--- config.mk ---
export PLATFORM = sky130hd
export DESIGN_NAME = shift_right_logical_32b
export DESIGN_NICKNAME = d
export VERILOG_FILES = /design/src/rtl/shift_pkg.sv /design/src/rtl/shift_right_stage.sv /design/src/rtl/shift_right_logical_32b.sv
export SDC_FILE = /design/constraint.sdc
export NUM_CORES = 1
export LEC_CHECK = 0
export ABC_AREA = 0
export ABC_CLOCK_PERIOD_IN_PS = 1550
export CAP_MARGIN = 0
export CORE_AREA = 2 2 83 85
export CTS_CLUSTER_SIZE = 24
export DETAILED_ROUTE_END_ITERATION = 8
export DIE_AREA = 0 0 85 87
export DONT_BUFFER_PORTS = 1
export PLACE_DENSITY = 0.69
export SLEW_MARGIN = 20
export SYNTH_ARGS = -nofsm -noshare
export SYNTH_HDL_FRONTEND = slang
export SYNTH_SLANG_ARGS = --single-unit
export TNS_END_PERCENT = 10
--- constraint.sdc ---
create_clock -name clk_i -period 1.55 [get_ports clk_i]
set_input_delay 0.0775 -clock clk_i [delete_from_list [all_inputs] [get_ports clk_i]]
set_output_delay 0.0775 -clock clk_i [all_outputs]
set_load 0.005 [all_outputs]
--- src/rtl/shift_pkg.sv ---
// Shared widths and types for the RV32I logical right shifter.
package shift_pkg;

    localparam int XLEN    = 32;
    localparam int SHAMT_W = 5;

    typedef logic [XLEN-1:0]    word_t;
    typedef logic [SHAMT_W-1:0] shamt_t;

endpackage : shift_pkg

--- src/rtl/shift_right_stage.sv ---
// One stage of the log shifter: shifts right by the fixed distance SH
// (zero-filled) when en is set, otherwise passes the word through.
module shift_right_stage
    import shift_pkg::*;
#(
    parameter int SH = 1
) (
    input  word_t in,
    input  logic  en,
    output word_t out
);

    always_comb begin
        out = in;
        if (en) begin
            out = {{SH{1'b0}}, in[XLEN-1:SH]};
        end
    end

endmodule : shift_right_stage

--- src/rtl/shift_right_logical_32b.sv ---
// 32-bit logical right barrel shifter (SRL/SRLI) with a combinational result
// and a registered copy for pipelined consumers.
module shift_right_logical_32b
    import shift_pkg::*;
(
    input  logic   clk_i,
    input  logic   rst_i,
    input  word_t  in,
    input  shamt_t shamt,
    output word_t  out,
    output word_t  out_q
);

    // stage_data[k] feeds stage k; stage_data[SHAMT_W] is the final result.
    word_t stage_data [SHAMT_W+1];

    assign stage_data[0] = in;

    for (genvar k = 0; k < SHAMT_W; k++) begin : g_stage
        shift_right_stage #(
            .SH (1 << k)
        ) u_stage (
            .in  (stage_data[k]),
            .en  (shamt[k]),
            .out (stage_data[k+1])
        );
    end

    assign out = stage_data[SHAMT_W];

    always_ff @(posedge clk_i) begin
        if (rst_i) begin
            out_q <= '0;
        end else begin
            out_q <= out;
        end
    end

endmodule : shift_right_logical_32b

Word level (Yosys, flattened, before mapping). Index checks and enable logic that the tools add are counted.

Memory bits (writable): 0. Logic and storage cells: 6. Bits in latches: 0. Input bits: 39. ROM bits: 0. Memories kept: 0. Output and inout bits: 64. Register bits: 32.

Multiplexer cells: 5. Order comparisons: 0. Multipliers: 0. Add/sub/neg operators: 0. Shift operators: 0. Bitwise operators: 0. Reductions and logical operators: 0. Eq/ne operators: 0. Divide/modulo/power cells: 0.

Operators by type and width (number): 2-to-1 mux 32 bit (5).

Depth between registers and ports, before layout.
Depth after elaboration: 5. Gate-level depth with buffers: 7. Gate-level depth less buffers: 4.

Cells and area by module. Synthesis repeated with hierarchy kept, for this count alone.

Cells, all modules: 245. Area, all modules: 3086.7 um2.

By module, submodules not included: shift_right_logical_32b (seq. area each 640.6 um2, cells an instance 67, instances 1, area each 863.3 um2); shift_right_stage at g_stage[0].u_stage (seq. area each 0.0 um2, cells an instance 36, instances 1, area each 535.5 um2); shift_right_stage at g_stage[1].u_stage (seq. area each 0.0 um2, cells an instance 36, instances 1, area each 523.0 um2); shift_right_stage at g_stage[2].u_stage (seq. area each 0.0 um2, cells an instance 36, instances 1, area each 503.0 um2); shift_right_stage at g_stage[3].u_stage (seq. area each 0.0 um2, cells an instance 35, instances 1, area each 354.1 um2); shift_right_stage at g_stage[4].u_stage (seq. area each 0.0 um2, cells an instance 35, instances 1, area each 307.8 um2).

Worst setup path before layout. Ideal clock, no wire load.

Path kind: input to register. Start point: input shamt[2]. End point: register out_q[1]. Path buffers: 2. Setup time: 0.132 ns. Data arrival time: 1.375 ns. Setup slack: 0.042 ns. Data required time: 1.418 ns. Stages: 6. Cells stage by stage: buf_4 -> clkbuf_1 -> mux4_2 -> mux2_2 -> a32oi_1 -> a31oi_1.

Longest elaborated chain between the ends: 3.

Ends and longest elaborated chain: from (decl) (RTL line shift_right_logical_32b.sv:9) `input shamt_t shamt,`; 2-to-1 mux 32 bit (3 in a row) (RTL line shift_right_stage.sv:15) `if (en) begin`; to (signal assigned) (RTL line shift_right_logical_32b.sv:35) `out_q <= out;`; to (decl) (RTL line shift_right_logical_32b.sv:11) `output word_t out_q`.

No other way between the ends. A chain may end at the register's enable or synchronous reset.

Worst setup path in the final report.
Start point: input shamt[1]. End point: output out[5].

Longest elaborated chain between the ends: 4.

Ends and longest elaborated chain: 2-to-1 mux 32 bit (4 in a row) (RTL line shift_right_stage.sv:15); to (decl) (RTL line shift_right_logical_32b.sv:10) `output word_t out,`.

No other way between the ends.

==> results.py <==
metrics = {
    "drt": {
        "drcViolationCount": 0,
        "wl_per_cell_um": 24.9,
        "route.final.wire_length_um": 9930,
        "dr.pass1.iters": 5,
        "ant_nets": 0,
        "via_count": 2846,
        "post_drt_via_cell_ratio": 7.13,
        "drt_iter0_drc": 217,
    },
    "floorplanning": {
        "core_area_um2": 6570,
        "die_area_um2": 7400,
        "die_height_um": 87,
        "die_width_um": 85,
        "floorplan.initialDensity": 0.483,
        "fp-row-count": 30,
        "ioPinCount": 103,
    },
    "timing": {
        "actual_transition_at_the_worst_max_transition_pin_ps": 695,
        "final.period_utilization": 0.980,
        "max_freq_mhz": 658,
        "final_hold_viol_count": 0,
        "relSlewSlack": 0.535,
        "setup_repair_after_global_routing_missed_its_margin": "false",
        "timing.final.ws_setup_ps": 30.3,
        "timing.final.crit_period_ps": 1520,
        "tns_ps": 0,
        "final-setup-viol-count": 0,
        "slew_viol_final": 0,
    },
    "placement": {
        "place_worst_setup_slack_ps": 47.9,
        "post-dp-hpwl_um": 7470,
        "placed_instance_area_um2": 3180,
        "gp_routability_congestion": 0.945,
        "dpl.cell_count": 388,
        "io_buffer_count": 0,
    },
    "worst_hold_path": {
        "min_path_cells": 2,
        "timing.hold.worst.start": "rst_i",
        "worstHoldPathType": "input port to flip-flop",
        "hold_end": "out_q[11]",
    },
    "synth": {
        "async_reset_ff_frac": 0,
        "synth_commonest_cells": "sky130_fd_sc_hd__nor2_1 (40), sky130_fd_sc_hd__dfxtp_1 (32), sky130_fd_sc_hd__mux2i_1 (26), sky130_fd_sc_hd__mux4_2 (26), sky130_fd_sc_hd__nand2_1 (24)",
        "synth_top_area_share": 0.202,
        "yosys-mux-area-fraction": 0.389,
        "synth_top_cells_by_area": "sky130_fd_sc_hd__dfxtp_1 (20%), sky130_fd_sc_hd__mux4_2 (18%), sky130_fd_sc_hd__mux2i_1 (8.2%)",
        "synth-warning-count": 0,
        "count_of_flip_flops_with_a_built_in_enable_after_synthesis": 0,
        "yosys.area_share.simple": 0.152,
        "synthFlopType": "sky130_fd_sc_hd__dfxtp_1",
        "synth.avg_cell_area_um2": 9.74,
        "main_combinational_cell_family_by_area_after_synthesis": "multiplexers",
        "synth_top_area_cell": "sky130_fd_sc_hd__dfxtp_1",
        "synth_area_um2": 3180,
        "postSynthCellCount": 326,
        "synth_cell_type_count": 53,
        "sequential_element_share_of_the_synthesized_area": 0.202,
        "synth.ff_latch_count": 32,
        "synth-adder-area-share": 0,
        "syn_nets": 365,
        "post_synth_xor_area_fraction": 0,
        "post-synth-top-count-cell": "sky130_fd_sc_hd__nor2_1",
        "synth-compound-area-share": 0.188,
    },
    "flow_run": {
        "number_of_violations_of_the_max_capacitance_limit": 0,
    },
    "power_and_ir_drop": {
        "power.leakage_nw": 1.24,
        "ir_drop_mv": 0.663,
        "total_power_divided_by_cell_area_nw_per_um2": 712,
    },
    "finish": {
        "filler_cell_count": 607,
        "area_growth_pct": 3.98,
        "final_area_um2": 3300,
        "top_regs": "out_q: 32 flops",
        "largest_reg_flops": 32,
        "max_flop_register": "out_q",
        "antenna_cells": 0,
        "fraction_of_layout_instances_using_a_drive_strength_above_1": 0.241,
        "num-nets-final": 357,
        "finalNonFillerCells": 399,
    },
    "clock_tree": {
        "path_clk_slew_ps": 60,
        "cts_root_buffer_type": "sky130_fd_sc_hd__clkbuf_8",
        "cts-buffers-inserted": 5,
        "postCtsSetupRepairBufs": 0,
        "clockBufferDepth": 2,
        "htreeDepth": 2,
        "cts_resized": 0,
        "cts.sinks": 32,
        "cts_tree": "done",
    },
    "outcome": {
        "outcome": "finished clean",
    },
    "grt": {
        "grt_usage": 0.267,
        "first_global_vias": 2684,
        "first_pass_grt_wire_length_um": 15200,
        "grt_start_max_net_pins": 59,
        "grt-ovfl-total": 0,
        "grt_antenna_before_repair": 0,
    },
    "worst_setup_path": {
        "worst_setup_path_start_kind": "input port",
        "critPathMaxFanout": 58,
        "worstPathRequired_ps": 1470,
        "worst-endpoint-arrival_ps": 1440,
        "endpoint_kind": "primary output",
        "crit_type": "input port to primary output",
    },
}
-- kinds of logic after synthesis --
logic type,count (synthesis)
buffers and inverters,35
multiplexers,76
flip-flops,32
AND/OR/NAND/NOR,105
AO/OA/AOI/OAI,78
-- worst max-delay path, stage by stage --
cell and delay [ps]:
sky130_fd_sc_hd__mux4_1 540, sky130_fd_sc_hd__mux2_2 320, sky130_fd_sc_hd__a221oi_2 330, sky130_fd_sc_hd__nand3_1 160
-- layer usage --
layer	GRT usage	up-vias	routed length [um]
met4	0.0967	0	261
met3	0.0436	19	745
met2	0.437	159	4770
met5	0	-	0
met1	0.360	1395	4160
li1	-	1273	-
-- power breakdown --
part / total, mW / internal (mW) / switching (mW) / leakage, nW
combinational: 0.805 / 0.394 / 0.411 / 0.923
clock: 0.644 / 0.353 / 0.290 / 0.0510
sequential: 0.901 / 0.877 / 0.0246 / 0.263
-- metrics by stage --
stage	util	hold WS, ps	power (mW)
CTS	0.503	17.3	2.35
global placement	0.484	151	1.69
global route	0.503	15.8	2.46
detailed placement	0.484	150	1.69
finish	0.503	16.6	2.35
floorplan	-	272	1.61
-- placed cells by master (no fill, tap or decap), types with 3 or more instances in the layout --
| cell | n |
|---|---|
| sky130_fd_sc_hd__nor2_1 | 40 |
| sky130_fd_sc_hd__dfxtp_1 | 32 |
| sky130_fd_sc_hd__mux2i_1 | 26 |
| sky130_fd_sc_hd__mux4_2 | 26 |
| sky130_fd_sc_hd__nand2_1 | 24 |
| sky130_fd_sc_hd__mux2_2 | 14 |
| sky130_fd_sc_hd__a22oi_1 | 12 |
| sky130_fd_sc_hd__buf_4 | 11 |
| sky130_fd_sc_hd__a21oi_1 | 10 |
| sky130_fd_sc_hd__nand3_1 | 10 |
| sky130_fd_sc_hd__a211oi_1 | 8 |
| sky130_fd_sc_hd__a31oi_1 | 8 |
| sky130_fd_sc_hd__mux4_1 | 7 |
| sky130_fd_sc_hd__o22ai_1 | 6 |
| sky130_fd_sc_hd__or2_2 | 6 |
| sky130_fd_sc_hd__nor3_1 | 6 |
| sky130_fd_sc_hd__clkbuf_8 | 6 |
| sky130_fd_sc_hd__nand2b_1 | 4 |
| sky130_fd_sc_hd__o211ai_1 | 4 |
| sky130_fd_sc_hd__or3_1 | 4 |
| sky130_fd_sc_hd__and2_1 | 3 |
| sky130_fd_sc_hd__o21ai_1 | 3 |
| sky130_fd_sc_hd__and3_1 | 3 |
| sky130_fd_sc_hd__o31ai_1 | 3 |
| sky130_fd_sc_hd__a221oi_2 | 3 |
| sky130_fd_sc_hd__o32ai_1 | 3 |
| sky130_fd_sc_hd__dlygate4sd3_1 | 3 |
-- final cells by class --
cell class / count / area [um^2] / area share
Multi-Input combinational cell: 259 / 2320 / 0.702
Sequential cell: 32 / 641 / 0.194
Timing Repair Buffer: 15 / 133 / 0.0402
Tap cell: 80 / 100 / 0.0303
Clock buffer: 6 / 82.6 / 0.0250
Inverter: 5 / 18.8 / 0.00568
Clock inverter: 2 / 10.0 / 0.00303
-- how the worst max path moves through the flow --
stage                         from       end
final                     shamt[1]    out[5]
after global routing      shamt[1]    out[5]
after CTS                 shamt[1]    out[5]
after detailed placement  shamt[1]  out_q[5]
after global placement    shamt[1]  out_q[5]
after floorplan           shamt[2]  out_q[1]
-- repair_timing --
action	CTS	global route
endpoints found under the setup margin	0	1
hold endpoints to repair	18	0
hold buffers	3	0
(Power assumes the default switching activity.)
